==> src/rtl/track_mixer.sv <==
// Multi-channel mixer: once per sample tick it fetches one word per track from the loader,
// applies gain and mute, accumulates the tracks serially and emits one saturated mono sample.
module track_mixer #(
  parameter int WORD_WIDTH   = 16,
  parameter int CHANNELS     = 4,
  parameter int GAIN_WIDTH   = 8,
  parameter int LOAD_LATENCY = 2
) (
  input  logic                             clk,
  input  logic                             rst,
  input  logic                             sample_tick,
  input  logic                             enable,
  input  logic [CHANNELS-1:0]              channel_mute,
  input  logic [CHANNELS*GAIN_WIDTH-1:0]   gain,
  output logic                             mrd,
  input  logic [CHANNELS*WORD_WIDTH-1:0]   mdin,
  output logic [WORD_WIDTH-1:0]            mix_out,
  output logic                             mix_valid,
  output logic                             busy,
  output logic                             clip,
  output logic                             overrun,
  input  logic                             flags_clear
);

  localparam int PW = WORD_WIDTH + GAIN_WIDTH + 1;
  localparam int AW = PW + $clog2(CHANNELS);
  localparam int IW = (CHANNELS > 1) ? $clog2(CHANNELS) : 1;
  localparam int CW = (LOAD_LATENCY > 1) ? $clog2(LOAD_LATENCY) + 1 : 1;
  localparam logic [IW-1:0] LAST_IDX  = IW'(CHANNELS - 1);
  localparam logic [CW-1:0] LAST_WAIT = CW'(LOAD_LATENCY - 1);
  localparam logic [WORD_WIDTH-1:0] MAX_OUT = {1'b0, {(WORD_WIDTH-1){1'b1}}};
  localparam logic [WORD_WIDTH-1:0] MIN_OUT = {1'b1, {(WORD_WIDTH-1){1'b0}}};

  typedef enum logic [2:0] {
    S_IDLE,
    S_REQ,
    S_WAIT,
    S_ACC,
    S_OUT
  } state_t;

  state_t                           state_q, state_d;
  logic [CW-1:0]                    cnt_q, cnt_d;
  logic [IW-1:0]                    idx_q, idx_d;
  logic signed [AW-1:0]             acc_q, acc_d;
  logic [CHANNELS*WORD_WIDTH-1:0]   cap_data_q, cap_data_d;
  logic [CHANNELS*GAIN_WIDTH-1:0]   cap_gain_q, cap_gain_d;
  logic [CHANNELS-1:0]              cap_mute_q, cap_mute_d;
  logic                             mrd_q, mrd_d;
  logic [WORD_WIDTH-1:0]            mix_out_q, mix_out_d;
  logic                             mix_valid_q, mix_valid_d;
  logic                             clip_q, clip_d;
  logic                             overrun_q, overrun_d;

  // Per-channel scaled term from the captured sample, gain and mute.
  logic signed [AW-1:0] term [CHANNELS];

  for (genvar gi = 0; gi < CHANNELS; gi++) begin : g_term
    logic signed [PW-1:0] samp_ext;
    logic signed [PW-1:0] gain_ext;
    logic signed [PW-1:0] prod;

    assign samp_ext = {{(PW-WORD_WIDTH){cap_data_q[gi*WORD_WIDTH+WORD_WIDTH-1]}},
                       cap_data_q[gi*WORD_WIDTH +: WORD_WIDTH]};
    assign gain_ext = {{(PW-GAIN_WIDTH){1'b0}}, cap_gain_q[gi*GAIN_WIDTH +: GAIN_WIDTH]};
    assign prod     = samp_ext * gain_ext;
    assign term[gi] = cap_mute_q[gi] ? '0 : AW'(prod >>> (GAIN_WIDTH - 1));
  end

  logic signed [AW-1:0] term_sel;
  logic signed [AW-1:0] acc_sum;
  logic                 ovf_pos;
  logic                 ovf_neg;

  assign term_sel = term[idx_q];
  assign acc_sum  = acc_q + term_sel;
  // The sum fits in WORD_WIDTH bits only when all bits above the output sign bit match it.
  assign ovf_pos  = !acc_sum[AW-1] && (|acc_sum[AW-2:WORD_WIDTH-1]);
  assign ovf_neg  = acc_sum[AW-1] && !(&acc_sum[AW-2:WORD_WIDTH-1]);

  always_comb begin
    state_d     = state_q;
    cnt_d       = cnt_q;
    idx_d       = idx_q;
    acc_d       = acc_q;
    cap_data_d  = cap_data_q;
    cap_gain_d  = cap_gain_q;
    cap_mute_d  = cap_mute_q;
    mrd_d       = 1'b0;
    mix_out_d   = mix_out_q;
    mix_valid_d = 1'b0;
    clip_d      = clip_q;
    overrun_d   = overrun_q;

    // Clear first so that a set event in the same cycle wins.
    if (flags_clear) begin
      clip_d    = 1'b0;
      overrun_d = 1'b0;
    end
    if (sample_tick && (state_q != S_IDLE)) begin
      overrun_d = 1'b1;
    end

    case (state_q)
      S_IDLE: begin
        if (sample_tick && enable) begin
          state_d = S_REQ;
          mrd_d   = 1'b1;
        end
      end
      S_REQ: begin
        cnt_d   = '0;
        state_d = S_WAIT;
      end
      S_WAIT: begin
        cnt_d = cnt_q + 1'b1;
        if (cnt_q == LAST_WAIT) begin
          cap_data_d = mdin;
          cap_gain_d = gain;
          cap_mute_d = channel_mute;
          acc_d      = '0;
          idx_d      = '0;
          state_d    = S_ACC;
        end
      end
      S_ACC: begin
        acc_d = acc_sum;
        idx_d = idx_q + 1'b1;
        // The final channel resolves the saturated result so it lands with the OUT cycle.
        if (idx_q == LAST_IDX) begin
          idx_d       = '0;
          mix_valid_d = 1'b1;
          state_d     = S_OUT;
          if (ovf_pos) begin
            mix_out_d = MAX_OUT;
            clip_d    = 1'b1;
          end else if (ovf_neg) begin
            mix_out_d = MIN_OUT;
            clip_d    = 1'b1;
          end else begin
            mix_out_d = acc_sum[WORD_WIDTH-1:0];
          end
        end
      end
      S_OUT: begin
        state_d = S_IDLE;
      end
      default: begin
        state_d = S_IDLE;
      end
    endcase
  end

  always_ff @(posedge clk) begin
    if (rst) begin
      state_q     <= S_IDLE;
      cnt_q       <= '0;
      idx_q       <= '0;
      acc_q       <= '0;
      cap_data_q  <= '0;
      cap_gain_q  <= '0;
      cap_mute_q  <= '0;
      mrd_q       <= 1'b0;
      mix_out_q   <= '0;
      mix_valid_q <= 1'b0;
      clip_q      <= 1'b0;
      overrun_q   <= 1'b0;
    end else begin
      state_q     <= state_d;
      cnt_q       <= cnt_d;
      idx_q       <= idx_d;
      acc_q       <= acc_d;
      cap_data_q  <= cap_data_d;
      cap_gain_q  <= cap_gain_d;
      cap_mute_q  <= cap_mute_d;
      mrd_q       <= mrd_d;
      mix_out_q   <= mix_out_d;
      mix_valid_q <= mix_valid_d;
      clip_q      <= clip_d;
      overrun_q   <= overrun_d;
    end
  end

  assign mrd       = mrd_q;
  assign mix_out   = mix_out_q;
  assign mix_valid = mix_valid_q;
  assign clip      = clip_q;
  assign overrun   = overrun_q;
  assign busy      = (state_q != S_IDLE);

endmodule

==> config.mk <==
export PLATFORM = sky130hd
export DESIGN_NAME = track_mixer
export DESIGN_NICKNAME = d
export VERILOG_FILES = /design/src/rtl/track_mixer.sv
export SDC_FILE = /design/constraint.sdc
export NUM_CORES = 2
export LEC_CHECK = 0
export CAP_MARGIN = 0
export CORE_MARGIN = 1
export CORE_UTILIZATION = 35
export CTS_CLUSTER_DIAMETER = 60
export DETAILED_ROUTE_END_ITERATION = 6
export HOLD_SLACK_MARGIN = 0.05
export SLEW_MARGIN = 15
export SYNTH_ARGS = -nofsm -noshare
export SYNTH_HDL_FRONTEND = slang
export SYNTH_SLANG_ARGS = --single-unit
==> constraint.sdc <==
create_clock -name clk -period 17.79 [get_ports clk]
set_input_delay 2.6685 -clock clk [delete_from_list [all_inputs] [get_ports clk]]
set_output_delay 2.6685 -clock clk [all_outputs]
set_load 0.03 [all_outputs]
* Word-level counts from Yosys, hierarchy flattened
Index checks and enable logic that the tools add are counted.
Word-level totals: bits in registers 154, bits of input ports 105, output and inout bits 21, word-level logic and storage cells 78
Cells by class: $add $sub $neg 3, $mul 4, magnitude comparators 1, eq/ne operators 8, mux-type cells 28, bitwise logic cells 3, reduce and logical (&&, ||, !) cells 19
Operators by type and width (count):
- $mux 27 | 7
- $mul 16x9->25 | 4
- $bmux 27 s2 | 1
- $pmux 27 s2 | 1
- $mux 16 | 2
- $add 27x27->27 | 1
- $pmux 3 s4 | 1
- $reduce_and 11->1 | 1
- $reduce_or 11->1 | 1
- $mux 1 | 9
- $mux 3 | 3
- $pmux 2 s2 | 2
- $eq 3x2->1 const B | 2
- $ne 2x2->1 const B | 3
- $reduce_and 2->1 | 3
- $reduce_bool 2->1 | 3
- $add 2x1->2 const B | 2
- $logic_and 1x1->1 | 4
- $mux 2 | 2
- $reduce_or 2->1 | 2
- $eq 3x1->1 const B | 1
- $ge 3x3->1 const B | 1
- $logic_not 3->1 | 1
- $not 2->3 | 1
- 6 further kinds | 8

* Longest topological paths before layout
word-level depth 13, mapped depth 36, mapped depth without buffers 33

* Least setup slack after synthesis
No wires, ideal clock.
path type reg2reg, start point register cap_gain_q[17], end point register mix_out_q[5], in the netlist mix_out[5], setup time 0.139 ns, arrival time 8.426 ns, data required time 17.651 ns, setup slack 9.225 ns, stages on the path, launching flop included 36, path buffers 3, period minus slack after synthesis 8.565 ns, cell sequence dfxtp_1 -> clkbuf_1 -> clkbuf_1 -> nand2_1 -> fa_1 -> inv_1 -> fa_1 -> fa_1 -> inv_1 -> fa_1 -> inv_1 -> ha_1 -> or4_1 -> a2111oi_0 -> nand3_1 -> nand3_1 -> o21ai_0 -> a31oi_1 -> o221ai_1 -> a21oi_1 -> xnor2_1 -> a221oi_1 -> nor2_1 -> ha_1 -> a211oi_1 -> nor2_1 -> or3b_1 -> a221oi_1 -> nand2_1 -> xor2_1 -> or4_1 -> nor3_1 -> a31oi_4 -> nor2_2 -> buf_6 -> a211oi_2
On the way: cells in the longest elaborated chain, start to end 11, elaborated cells on any way between the ends 14, those cells by class add/sub: 1; mul: 1; mux: 6; reduce/logical: 6
RTL lines:
- from (decl) | line 47 | logic [CHANNELS*GAIN_WIDTH-1:0] cap_gain_q, cap_gain_d;
- from (signal assigned) | line 174 | cap_gain_q <= cap_gain_d;
- $mul 16x9->25 * | line 66 | assign prod = samp_ext * gain_ext;
- $mux 27 * | line 67 | assign term[gi] = cap_mute_q[gi] ? '0 : AW'(prod >>> (GAIN_WIDTH - 1));
- $bmux 27 s2 * | line 75 | assign term_sel = term[idx_q];
- $mux 27 (not written as such) * (2 in a row) | line 75
- $add 27x27->27 * | line 76 | assign acc_sum = acc_q + term_sel;
- $reduce_and 11->1 | line 79 | assign ovf_neg = acc_sum[AW-1] && !(&acc_sum[AW-2:WORD_WIDTH-1]);
- $logic_not 1->1 | line 79
- $logic_and 1x1->1 | line 79
- $mux 16 | line 137 | end else if (ovf_neg) begin
- $mux 16 * | line 134 | if (ovf_pos) begin
- to (signal assigned) | line 177 | mix_out_q <= mix_out_d;
- to (decl) | line 50 | logic [WORD_WIDTH-1:0] mix_out_q, mix_out_d;
Every way passes the cells marked *; elsewhere a longest branch is shown, timed or not. The select of a mux whose other input is x is not followed. A chain may end at the register's enable or synchronous reset.

* Worst setup path in the final report
start point register cap_gain_q[8], end point register mix_out_q[4], in the netlist mix_out[4]
The elaborated chain is that of the path after synthesis.

==> results.yml <==
outcome:
  status: "completed"
synthesis:
  synth-adder-area-share: 0.4340
  synth_top_cell_by_area: "fa_1"
  synth_compound_area_frac: 0.1061
  synth_area_leaders: "fa_1, dfxtp_1, ha_1"
  synth_ff_type: "dfxtp_1"
  yosys.area.top_type_share: 0.3255
  netlist_area_sq_um: 24910
  synth-simple-area-share: 0.1835
  async_flop_share: 0
  ys_warn_count: 0
  synth.distinct_cells: 70
  syn_nets: 3740
  yosysSeqAreaShare: 0.1238
  synth_top_family_by_area: "adder cells"
  synth_xor_xnor_area_share: 0.03862
  synth_edf_count: 0
  syn_area_per_cell_sq_um: 8.265
  synth_seq_cells: 154
  syn_inst: 3014
  muxShareOfSynthArea: 0.001205
clocking:
  cts_tree: "yes"
  hold_buffers: 0
  cts_buffers: 17
  clkTransAtPathRegs_ns: 0.07
  h-tree-depth: 4
  insertion_delay_ns: 0.51
  post_cts_buffers: 0
  cts_resized: 0
  cts_buffer_depth: 2
  cts.root.buffer_cell: "clkbuf_16"
  cts_num_sinks: 154
worst_setup_path:
  worstPathArrival_ns: 10.25
  max_stage_delay_ns: 0.85
  cp_data_required_time_ns: 18.21
  path_class: "flip-flop to flip-flop"
  crit_path_end_kind: "flip-flop"
  cp_slowest_cell: "o31ai_2"
  cp-startpoint: "cap_gain_q[8]"
  r2r_start: "cap_gain_q[8]"
  start_kind: "flip-flop"
  critPathMaxFanout: 16
sta:
  worst_slack_ns: 7.955
  final.setup_skew_ns: 0.01238
  post-route-period-util: 0.5529
  fin_tns_setup_ns: 0
  worst_slew_pin_slew_ns: 1.065
  min_period_ns: 9.835
  rsz0062_at_grt: "no"
  setup_viol: 0
  fmax_ghz: 0.1017
  hold_viol_final: 0
  maxSlewHeadroom: 0.2855
  final_max_slew_viol_count: 0
grt:
  gr-total-overflow: 0
  grt_max_degree: 97
  grt_pass1_vias: 20030
  grt_use_met1: 0.2478
  top_usage_layer: "met2"
  met3_usage: 0.02968
  antenna_found_initial: 0
  met2_usage: 0.3050
  grt_pass1_wl_mm: 104.2
  grt_usage: 0.1842
drt:
  ant_nets: 0
  num_vias: 19200
  wl_per_cell_microns: 15.67
  dr.pass1.iters: 5
  via_per_inst: 4.827
  drt_iter0_markers: 955
  drt_wl_total_mm: 62.33
  drc_errors: 0
place:
  place.gp.congestion: 0.9051
  dp_hpwl_mm: 50.66
  place.port_buffers: 125
  preCtsSetupSlack_ns: 8.028
power:
  ir_worst_vdd_v: 0.00007998
  power_density_nw_per_um2: 28.82
  leakagePower_uw: 0.01352
finish:
  final_common_cell: "inv_1"
  fillers: 7251
  nets: 3749
  final_cell_mix: "inv_1, nand2_1, fa_1, and2_1, ha_1"
  multi_input_area_sq_um: 19020
  regArea_sq_um: 3083
  drive_above_1_share: 0.02042
  syn2layout_area_growth_pct: 10.19
die:
  dieArea_sq_um: 72250
  ios: 126
  fp.coreArea_sq_um: 70270
  dieHeight_microns: 268.8
  initial_utilization: 0.3545
  die_x_microns: 268.8
  rows: 97
job:
  maxCapViolations: 0
min_path:
  hold_class: "flip-flop to flip-flop"
  hp-start: "cap_mute_q[1]"
## kinds of logic (layout without fill, tap and decap cells)
group                    Yosys count  after routing
other                              0              1
AO/OA/AOI/OAI                    411            411
buffers and inverters            745            767
AND/OR/NAND/NOR                  975            975
flip-flops                       154            154
XOR/XNOR                         105            105
multiplexers                       3              3
adder cells (fa/ha/maj)          621            621
## through the flow
stage | hold slack (ns) | total power (uW) | instances | util | area [sq um]
3_5_place_dp | 0.4681 | 401.0 | 3944 | 0.3822 | 26860
3_3_place_gp | 0.4629 | 400.9 | 3944 | 0.3822 | 26860
2_1_floorplan | 0.4446 | 370.2 | 3014 | - | 24910
4_1_cts | 0.4783 | 804.9 | 3976 | 0.3906 | 27450
5_1_grt | 0.5223 | 820.0 | 3976 | 0.3906 | 27450
6_report | 0.4805 | 791.1 | 3977 | 0.3906 | 27450
## sequential cells by signal, summed over array words and instances, names as in the netlist
register / flops
cap_data_q: 64
cap_gain_q: 32
acc_q: 27
mix_out: 16
cap_mute_q: 4
state_q: 3
cnt_q: 2
idx_q: 2
clip: 1
mix_valid: 1
mrd: 1
overrun: 1
## power by group
| part | switching [uW] | total (uW) | leakage, uW | internal (uW) |
|---|---|---|---|---|
| clock network | 190 | 399 | 0.000292 | 209 |
| logic | 17.2 | 41.1 | 0.0120 | 23.8 |
| registers | 5.09 | 351 | 0.00124 | 346 |
## layer usage
metal  up-vias  wire (microns)
met3        62            2959
met4         0            1159
li1       9304               -
met5         -               0
met1      9476           28770
met2       356           29430
## synthesized netlist by cell type, types with 19 or more instances
library cell / n
xnor2_1: 71
nand3_1: 19
and2_1: 242
fa_1: 405
dfxtp_1: 154
ha_1: 216
xor2_1: 31
nand2_1: 514
a21o_1: 24
inv_1: 601
nor2_1: 98
a21oi_1: 191
a22oi_1: 32
clkbuf_1: 140
o21ai_0: 36
## worst max-delay path, delay by kind of cell (launching register included)
kind,cells,cell delay [ns]
AND/OR/NAND/NOR,6,1.15
adder cells (fa/ha/maj),6,2.79
XOR/XNOR,2,0.38
flip-flops,1,0.68
buffers and inverters,3,0.14
AO/OA/AOI/OAI,15,4.58
## final cells by class
type,instances,area share
Timing Repair Buffer,134,0.04809
Antenna cell,1,0.00009116
Inverter,601,0.08218
Multi-Input combinational cell,2115,0.6931
Tap cell,940,0.04285
Clock buffer,17,0.01550
Sequential cell,154,0.1123
Clock inverter,15,0.005926
## final timing paths
check	depth (start not counted)	end	slack, ns
max	32	mix_out[4]	7.95
min	2	cap_mute_q[1]	0.48
max reg2reg	32	mix_out[4]	7.95
min reg2reg	2	cap_mute_q[1]	0.48
Power figures use the tool's default switching activity.
